**src/rtl/sfr_mm_pkg.sv**
```systemverilog
// Shared types and helpers for the SFR bus masters.
package sfr_mm_pkg;

    // Master FSM states
    typedef enum logic [1:0] {
        ST_IDLE   = 2'd0,
        ST_ACCESS = 2'd1,
        ST_RESP   = 2'd2
    } state_e;

    // $clog2 that never returns zero, so a width derived from it is always legal
    function automatic int clog2_min1(input int n);
        return (n <= 2) ? 1 : $clog2(n);
    endfunction

    // Page-select width for a given page count
    function automatic int page_width(input int page_num);
        return clog2_min1(page_num);
    endfunction

    // LSB position of channel idx inside a packed per-channel bus of field width w
    function automatic int slice_lsb(input int idx, input int w);
        return idx * w;
    endfunction

endpackage

```
**src/rtl/sfr_rr_arbiter.sv**
```systemverilog
// Round-robin arbiter: the channel after the last winner has the highest priority.
module sfr_rr_arbiter
    import sfr_mm_pkg::*;
#(
    parameter int NUM_CH = 4,
    localparam int IW = clog2_min1(NUM_CH)
) (
    input  logic              clk,
    input  logic              rst,
    input  logic [NUM_CH-1:0] req,
    input  logic              advance,
    output logic [NUM_CH-1:0] grant,
    output logic [IW-1:0]     grant_idx,
    output logic              grant_valid
);

    logic [IW-1:0] ptr_q;
    logic [IW-1:0] ptr_d;
    logic [IW-1:0] cand_idx;
    int            cand;

    // Scan from the priority pointer and pick the first requesting channel
    always_comb begin
        grant       = '0;
        grant_idx   = '0;
        grant_valid = 1'b0;
        cand        = 0;
        cand_idx    = '0;
        for (int i = 0; i < NUM_CH; i++) begin
            cand     = (int'(ptr_q) + i) % NUM_CH;
            cand_idx = IW'(cand);
            if (!grant_valid && req[cand_idx]) begin
                grant_valid     = 1'b1;
                grant_idx       = cand_idx;
                grant[cand_idx] = 1'b1;
            end
        end
    end

    // Move priority to the channel after the winner when a grant is consumed
    always_comb begin
        ptr_d = ptr_q;
        if (advance && grant_valid) begin
            ptr_d = (grant_idx == IW'(NUM_CH - 1)) ? '0 : grant_idx + IW'(1);
        end
    end

    // Priority pointer register
    always_ff @(posedge clk or posedge rst) begin
        if (rst) begin
            ptr_q <= '0;
        end else begin
            ptr_q <= ptr_d;
        end
    end

endmodule

```
**src/rtl/sfr_mm_arbiter.sv**
```systemverilog
// Multi-channel SFR bus master: round-robin arbitration onto one paged SFR bus
// with ack timeout and per-channel single-cycle completion pulse.
module sfr_mm_arbiter
    import sfr_mm_pkg::*;
#(
    parameter int ADDR_WIDTH = 16,
    parameter int DATA_WIDTH = 8,
    parameter int PAGE_NUM   = 4,
    parameter int NUM_CH     = 4,
    parameter int TIMEOUT    = 255,
    localparam int PW = page_width(PAGE_NUM)
) (
    input  logic                         clk,
    input  logic                         rst,
    input  logic [NUM_CH-1:0]            req_valid,
    output logic [NUM_CH-1:0]            req_ready,
    input  logic [NUM_CH-1:0]            req_we,
    input  logic [NUM_CH*ADDR_WIDTH-1:0] req_addr,
    input  logic [NUM_CH*DATA_WIDTH-1:0] req_wdata,
    input  logic [NUM_CH*PW-1:0]         req_page,
    output logic [NUM_CH-1:0]            rsp_valid,
    output logic [DATA_WIDTH-1:0]        rsp_rdata,
    output logic                         rsp_err,
    output logic [ADDR_WIDTH-1:0]        sfraddr,
    output logic                         sfrwe,
    output logic                         sfroe,
    output logic [DATA_WIDTH-1:0]        sfrdatao,
    output logic [PW-1:0]                sfr_page_sel,
    input  logic                         sfrack,
    input  logic [DATA_WIDTH-1:0]        sfrdatai,
    output logic                         busy,
    output logic                         stray_ack
);

    localparam int IW = clog2_min1(NUM_CH);
    localparam int CW = clog2_min1(TIMEOUT + 1);

    // Per-channel views of the packed request buses
    logic [ADDR_WIDTH-1:0] ch_addr  [NUM_CH];
    logic [DATA_WIDTH-1:0] ch_wdata [NUM_CH];
    logic [PW-1:0]         ch_page  [NUM_CH];

    for (genvar gi = 0; gi < NUM_CH; gi++) begin : g_unpack
        assign ch_addr[gi]  = req_addr[slice_lsb(gi, ADDR_WIDTH) +: ADDR_WIDTH];
        assign ch_wdata[gi] = req_wdata[slice_lsb(gi, DATA_WIDTH) +: DATA_WIDTH];
        assign ch_page[gi]  = req_page[slice_lsb(gi, PW) +: PW];
    end

    state_e                state_q, state_d;
    logic [IW-1:0]         grant_q, grant_d;
    logic [ADDR_WIDTH-1:0] sfraddr_q, sfraddr_d;
    logic [DATA_WIDTH-1:0] sfrdatao_q, sfrdatao_d;
    logic [PW-1:0]         page_q, page_d;
    logic                  sfrwe_q, sfrwe_d;
    logic                  sfroe_q, sfroe_d;
    logic [CW-1:0]         cnt_q, cnt_d;
    logic [NUM_CH-1:0]     rsp_valid_q, rsp_valid_d;
    logic [DATA_WIDTH-1:0] rsp_rdata_q, rsp_rdata_d;
    logic                  rsp_err_q, rsp_err_d;
    logic                  stray_q, stray_d;

    logic [NUM_CH-1:0]     arb_grant;
    logic [IW-1:0]         arb_idx;
    logic                  arb_valid;
    logic                  in_idle;
    logic                  expired;

    assign in_idle = (state_q == ST_IDLE);

    sfr_rr_arbiter #(
        .NUM_CH (NUM_CH)
    ) u_rr (
        .clk         (clk),
        .rst         (rst),
        .req         (req_valid),
        .advance     (in_idle),
        .grant       (arb_grant),
        .grant_idx   (arb_idx),
        .grant_valid (arb_valid)
    );

    // Expiry fires on the edge that closes the TIMEOUT-th strobe cycle
    assign expired = (TIMEOUT != 0) && (cnt_q == CW'(TIMEOUT - 1));

    // Next-state logic for the IDLE -> ACCESS -> RESP transaction sequence
    always_comb begin
        state_d     = state_q;
        grant_d     = grant_q;
        sfraddr_d   = sfraddr_q;
        sfrdatao_d  = sfrdatao_q;
        page_d      = page_q;
        sfrwe_d     = sfrwe_q;
        sfroe_d     = sfroe_q;
        cnt_d       = cnt_q;
        rsp_valid_d = '0;
        rsp_rdata_d = rsp_rdata_q;
        rsp_err_d   = rsp_err_q;
        stray_d     = stray_q | (sfrack & ~sfrwe_q & ~sfroe_q);
        case (state_q)
            ST_IDLE: begin
                if (arb_valid) begin
                    state_d    = ST_ACCESS;
                    grant_d    = arb_idx;
                    sfraddr_d  = ch_addr[arb_idx];
                    sfrdatao_d = ch_wdata[arb_idx];
                    page_d     = ch_page[arb_idx];
                    sfrwe_d    = req_we[arb_idx];
                    sfroe_d    = ~req_we[arb_idx];
                    cnt_d      = '0;
                end
            end
            ST_ACCESS: begin
                if (cnt_q != '1) begin
                    cnt_d = cnt_q + CW'(1);
                end
                // An ack arriving together with expiry takes precedence
                if (sfrack) begin
                    state_d              = ST_RESP;
                    sfrwe_d              = 1'b0;
                    sfroe_d              = 1'b0;
                    rsp_rdata_d          = sfrwe_q ? '0 : sfrdatai;
                    rsp_err_d            = 1'b0;
                    rsp_valid_d[grant_q] = 1'b1;
                end else if (expired) begin
                    state_d              = ST_RESP;
                    sfrwe_d              = 1'b0;
                    sfroe_d              = 1'b0;
                    rsp_rdata_d          = '1;
                    rsp_err_d            = 1'b1;
                    rsp_valid_d[grant_q] = 1'b1;
                end
            end
            ST_RESP: begin
                state_d = ST_IDLE;
            end
            default: begin
                state_d = ST_IDLE;
            end
        endcase
    end

    // State and bus registers; reset drops strobes immediately
    always_ff @(posedge clk or posedge rst) begin
        if (rst) begin
            state_q     <= ST_IDLE;
            grant_q     <= '0;
            sfraddr_q   <= '0;
            sfrdatao_q  <= '0;
            page_q      <= '0;
            sfrwe_q     <= 1'b0;
            sfroe_q     <= 1'b0;
            cnt_q       <= '0;
            rsp_valid_q <= '0;
            rsp_rdata_q <= '0;
            rsp_err_q   <= 1'b0;
            stray_q     <= 1'b0;
        end else begin
            state_q     <= state_d;
            grant_q     <= grant_d;
            sfraddr_q   <= sfraddr_d;
            sfrdatao_q  <= sfrdatao_d;
            page_q      <= page_d;
            sfrwe_q     <= sfrwe_d;
            sfroe_q     <= sfroe_d;
            cnt_q       <= cnt_d;
            rsp_valid_q <= rsp_valid_d;
            rsp_rdata_q <= rsp_rdata_d;
            rsp_err_q   <= rsp_err_d;
            stray_q     <= stray_d;
        end
    end

    assign req_ready    = in_idle ? arb_grant : '0;
    assign rsp_valid    = rsp_valid_q;
    assign rsp_rdata    = rsp_rdata_q;
    assign rsp_err      = rsp_err_q;
    assign sfraddr      = sfraddr_q;
    assign sfrwe        = sfrwe_q;
    assign sfroe        = sfroe_q;
    assign sfrdatao     = sfrdatao_q;
    assign sfr_page_sel = page_q;
    assign busy         = ~in_idle;
    assign stray_ack    = stray_q;

endmodule

```
**config.mk**
```make
export PLATFORM = sky130hd
export DESIGN_NAME = sfr_mm_arbiter
export DESIGN_NICKNAME = d
export VERILOG_FILES = /design/src/rtl/sfr_mm_pkg.sv /design/src/rtl/sfr_rr_arbiter.sv /design/src/rtl/sfr_mm_arbiter.sv
export SDC_FILE = /design/constraint.sdc
export NUM_CORES = 1
export LEC_CHECK = 0
export CAP_MARGIN = 20
export CORE_ASPECT_RATIO = 1.2
export CORE_UTILIZATION = 45
export DETAILED_ROUTE_END_ITERATION = 7
export PLACE_DENSITY_LB_ADDON = 0.25
export SETUP_SLACK_MARGIN = 0.2
export SLEW_MARGIN = 20
export SYNTH_ARGS = -nofsm -noshare
export SYNTH_HDL_FRONTEND = slang
export SYNTH_SLANG_ARGS = --single-unit
export TNS_END_PERCENT = 100
```
**constraint.sdc**
```tcl
create_clock -name clk -period 7.34 [get_ports clk]
set_input_delay 0.734 -clock clk [delete_from_list [all_inputs] [get_ports clk]]
set_output_delay 0.734 -clock clk [all_outputs]
set_load 0.01 [all_outputs]
```
**Word level (Yosys, flattened, before mapping)**

Cells that the tools add are included.
Widths: inputs -> output; s select.

- Bits in registers: 56
- Input port bits: 123
- Output and inout bits: 47

- Add/sub/neg operators: 5
- Order comparisons: 12
- Equal/unequal tests: 7
- Muxes and demuxes: 64
- Bitwise logic cells: 11
- Reductions and logical operators: 20

Operators with widths:

| kind | count |
|---|---|
| $mux 8 | 7 |
| $bmux 16 s2 | 1 |
| $mux 16 | 2 |
| $mux 4 | 8 |
| $mux 1 | 20 |
| $mux 2 | 10 |
| $lt 2x3->1 const B | 6 |
| $bmux 8 s2 | 1 |
| $pmux 8 s2 | 1 |
| $or 4x4->4 | 3 |
| $bmux 1 s2 | 5 |
| $demux 1 s2 | 5 |
| $ge 2x1->1 const B | 5 |
| $logic_and 1x1->1 | 9 |
| $add 8x1->8 const B | 1 |
| $eq 8x8->1 const B | 1 |
| $ne 8x8->1 const B | 1 |
| $reduce_and 2->1 | 3 |
| $reduce_and 3->1 | 2 |
| $add 2x1->2 const B | 2 |
| $add 2x2->2 const B | 2 |
| $bmux 2 s2 | 1 |
| $not 1->1 | 4 |
| $pmux 1 s2 | 2 |
| 13 further kinds | 17 |

**Logic depth before layout (Yosys ltp)**

- Word-level depth: 17
- Mapped depth: 12
- Mapped depth without buffers: 8

**Hierarchy**

From an unflattened synthesis, not the netlist that was laid out.

- Cells, all modules: 259
- Area, all modules: 3508.4 um2

By module, submodules not included:

| module | instances | cells an instance | area each (um2) | seq. area each (um2) |
|---|---|---|---|---|
| sfr_mm_arbiter | 1 | 202 | 2989.1 | 1351.3 |
| sfr_rr_arbiter | 1 | 57 | 519.2 | 50.0 |

**Worst setup path before layout**

OpenSTA, ideal clock, no wires.

- Path kind: flip-flop to output port
- Start: reg u_rr.ptr_q[0]
- End: out req_ready[0]
- Data arrival time: 2379 ps
- Path slack: 4227 ps
- Cell stages (with the launch flop): 12
- Path buffers: 3
- Cell sequence: dfrtp_1 -> buf_2 -> inv_2 -> ha_1 -> buf_6 -> mux4_2 -> nor2b_4 -> buf_2 -> a22oi_1 -> nor2_1 -> a221oi_1 -> nor2_1

- Cells in the longest elaborated chain, start to end: 13
- Elaborated cells on any way between the ends: 48

Ends and longest elaborated chain:

| what | line | RTL |
|---|---|---|
| start: declaration | sfr_rr_arbiter.sv:17 | `logic [IW-1:0] ptr_q;` |
| start signal: assignment | sfr_rr_arbiter.sv:53 | `ptr_q <= ptr_d;` |
| branches (longest 11 deep; another with $lt 2x3->1) | -- |  |
| $mux 4 (*) | sfr_rr_arbiter.sv:32 | `if (!grant_valid && req[cand_idx]) begin` |
| $mux 4 (*) | sfr_mm_arbiter.sv:173 | `assign req_ready = in_idle ? arb_grant : '0;` |
| end: declaration | sfr_mm_arbiter.sv:16 | `output logic [NUM_CH-1:0] req_ready,` |

Every way passes the cells marked *. The select of a mux whose other input is x is not followed.

**Final worst setup path**

- Start: reg u_rr.ptr_q[0]
- End: out req_ready[1]

The elaborated chain is that of the path after synthesis.

==> flow_metrics.env <==
export IMPL_grt_pass1_vias=3282
export IMPL_cts_setup_buffers=0
export IMPL_slew_viol_final=0
export IMPL_endpoint_kind="output port"
export IMPL_grt_max_degree=57
export IMPL_overflow=0
export IMPL_clock_latency_ns=0.32
export IMPL_clkTransAtPathRegs_ns=0.11
export IMPL_via_per_inst=5.70
export IMPL_power_internal_mw=1.20
export IMPL_drc=14
export IMPL_fin_crit_sh=0.621
export IMPL_powerDensity_nw_per_um2=395
export IMPL_switchingPower_mw=0.927
export IMPL_crit_arrival_ns=3.83
export IMPL_cts_buffers=5
export IMPL_fin_tns_setup_ns=0
export IMPL_synth_edf_count=0
export IMPL_wl_per_cell_um=17.4
export IMPL_synth_seq_cells=56
export IMPL_numPortBuffers=169
export IMPL_post_cts_resized=0
export IMPL_nets=626
export IMPL_clk_path_buf_depth=2
export IMPL_ys_async_sr_fraction=1.00
export IMPL_rows=35
export IMPL_synthDistinctLibCells=50
export IMPL_peakVddDrop_mv=0.217
export IMPL_p_leak_nw=2.20
export IMPL_ys_flop_type="dfrtp_1"
export IMPL_hold_class="flop to flop"
export IMPL_rsz0062_at_grt="no"
export IMPL_via_count=3346
export IMPL_track_usage=0.243
export IMPL_violations="design-rule violations"
export IMPL_dr_pass1_iters=6
export IMPL_h_tree_depth=2
export IMPL_fp_dieArea_sq_um=8430
export IMPL_area_growth_pct=48.5
export IMPL_swShare=0.435
export IMPL_die_x_um=84.0
export IMPL_sequentialPowerShare=0.259
export IMPL_critical_path_class="flop to output port"
export IMPL_drt_total_wl_mm=10.2
export IMPL_drive_gt1_frac=0.0929
export IMPL_yosysSeqAreaShare=0.386
export IMPL_synthCells=340
export IMPL_avgSynthCellArea_sq_um=10.7
export IMPL_finalClockSkew_ns=0.00566
export IMPL_maxCapViolations=0
export IMPL_cts_root_buf="clkbuf_8"
export IMPL_start_util=0.468
export IMPL_max_slew_margin_rel=0.374
export IMPL_antenna_found_initial=0
export IMPL_grt_pass1_wl_mm=16.1
export IMPL_antenna_left=0
export IMPL_power_mw=2.13
export IMPL_p_clk_frac=0.086
export IMPL_gp_congestion=0.827
export IMPL_period_minus_slack_ns=4.56
export IMPL_crit_required_ns=6.61
export IMPL_start_kind="flop"
export IMPL_netlist_area_sq_um=3630
export IMPL_cts_tree="yes"
export IMPL_fin_util=0.695
export IMPL_core_sq_um=7750
export IMPL_hpwl_mm=7.66
export IMPL_pwr_share_comb=0.656
export IMPL_yosys_warnings=0
export IMPL_final_setup_viol_count=0
export IMPL_die_h_um=100
export IMPL_fmax_mhz=219
export IMPL_tightest_slew_ns=0.935
export IMPL_hold_viol_final=0
export IMPL_antenna_cells=0
export IMPL_ctsHoldBuffers=0
export IMPL_ios=170
export IMPL_synth_nets=472
export IMPL_outcome="complete, but fails checks"
export IMPL_cts_sinks=56
export IMPL_drtIter0Drc=168
export IMPL_crit_fanout=19
## sequential cells by signal (all words and copies together), names as in the netlist
name          cells
sfrdatao          8
rsp_valid         4
sfroe             1
stray_ack         1
grant_q           2
state_q           2
sfrwe             1
u_rr.ptr_q        2
sfraddr          16
sfr_page_sel      2
cnt_q             8
rsp_err           1
rsp_rdata         8
## power by group through the flow
stage	logic [mW]	clock network, mW	registers [mW]
floorplan	0.972	0	0.573
global route	1.51	0.199	0.570
detailed placement	1.40	0	0.554
finish	1.40	0.183	0.551
global placement	1.36	0	0.550
CTS	1.40	0.187	0.551
## per-layer routing
| metal | track usage | wire length, um | vias up | part of all wire |
|---|---|---|---|---|
| li1 | - | - | 1567 | - |
| met1 | 0.296 | 3910 | 1631 | 0.38 |
| met2 | 0.426 | 5420 | 127 | 0.53 |
| met3 | 0.0411 | 566 | 21 | 0.055 |
| met4 | 0.103 | 326 | 0 | 0.032 |
| met5 | 0 | 0 | - | 0 |
## cells in the final DEF (no fill, tap or decap), types with 6 or more instances in the layout
master,n
clkdlybuf4s50_1,169
mux2i_1,56
dfrtp_1,56
nand2_1,43
nor2_1,23
o221ai_2,20
nor2b_1,9
ha_1,9
o22a_1,8
o21ai_0,6
or3_1,6
o221ai_1,6
## cell type report
cell class / count / area (sq um)
fill: 607 / 2360
multi-input combinational: 251 / 2030
timing repair buffer: 173 / 1720
sequential: 56 / 1400
tap: 92 / 115
clock buffer: 5 / 68.8
clock inverter: 3 / 26.3
inverter: 7 / 26.3
## path summary, 6_finish.rpt
check | from | to | slack [ns] | depth (start not counted)
setup / recovery | u_rr.ptr_q[0]$_DFFE_PP0P_ | req_ready[1] | 2.78 | 9
hold / removal | sfraddr[6]$_DFFE_PP0P_ | sfraddr[6]$_DFFE_PP0P_ | 0.50 | 2
setup reg to reg | u_rr.ptr_q[0]$_DFFE_PP0P_ | sfrdatao[0]$_DFFE_PP0P_ | 3.11 | 9
hold reg to reg | sfraddr[6]$_DFFE_PP0P_ | sfraddr[6]$_DFFE_PP0P_ | 0.50 | 2
max in group asynchronous | rst | sfraddr[3]$_DFFE_PP0P_ | 5.94 | 3
min in group asynchronous | rst | sfraddr[12]$_DFFE_PP0P_ | 0.93 | 3
## kinds of logic (layout without fill, tap and decap cells)
kind of cell	after synthesis	after routing	share of synthesized area
flip-flops	56	56	0.386
AO/OA/AOI/OAI	71	71	0.191
buffers and inverters	33	188	0.0583
XOR/XNOR	5	5	0.0121
multiplexers	62	62	0.182
AND/OR/NAND/NOR	104	104	0.140
adder cells (fa/ha/maj)	9	9	0.0310
## worst max-delay path, stage by stage, from the launching register on
cell             delay, ns
dfrtp_1               0.84
inv_2                 0.23
ha_1                  0.50
mux4_2                0.65
nor2b_4               0.29
a22oi_1               0.12
nor2_1                0.12
a221oi_1              0.07
nor2_1                0.14
clkdlybuf4s50_1       0.55
## stage by stage
step	setup slack [ns]	hold slack, ns	instance area, sq um	std cells
after floorplan	4.23	0.448	3630	340
after global placement	3.27	0.443	5290	579
after detailed placement	3.14	0.476	5290	579
after CTS	2.82	0.505	5380	587
after global routing	2.53	0.526	5390	587
final	2.78	0.500	5390	587
## synth_stat cells, types with 3 or more instances
cell type,number,share of area
o21ai_0,6,0.0083
a221oi_1,4,0.0097
nor2b_1,9,0.016
nand2b_1,3,0.0052
a22oi_1,4,0.0083
o221ai_2,20,0.083
nor4_1,3,0.0052
inv_1,6,0.0062
dfrtp_1,56,0.39
o22a_1,8,0.019
o221ai_1,6,0.014
a21oi_1,4,0.0055
xor2_1,5,0.012
nand4_1,4,0.0069
buf_2,7,0.0097
or3_1,6,0.010
ha_1,9,0.031
buf_6,10,0.031
nor2_1,23,0.024
mux2i_1,57,0.16
nand2_1,43,0.044
clkbuf_1,8,0.0083
(Power assumes the default switching activity.)
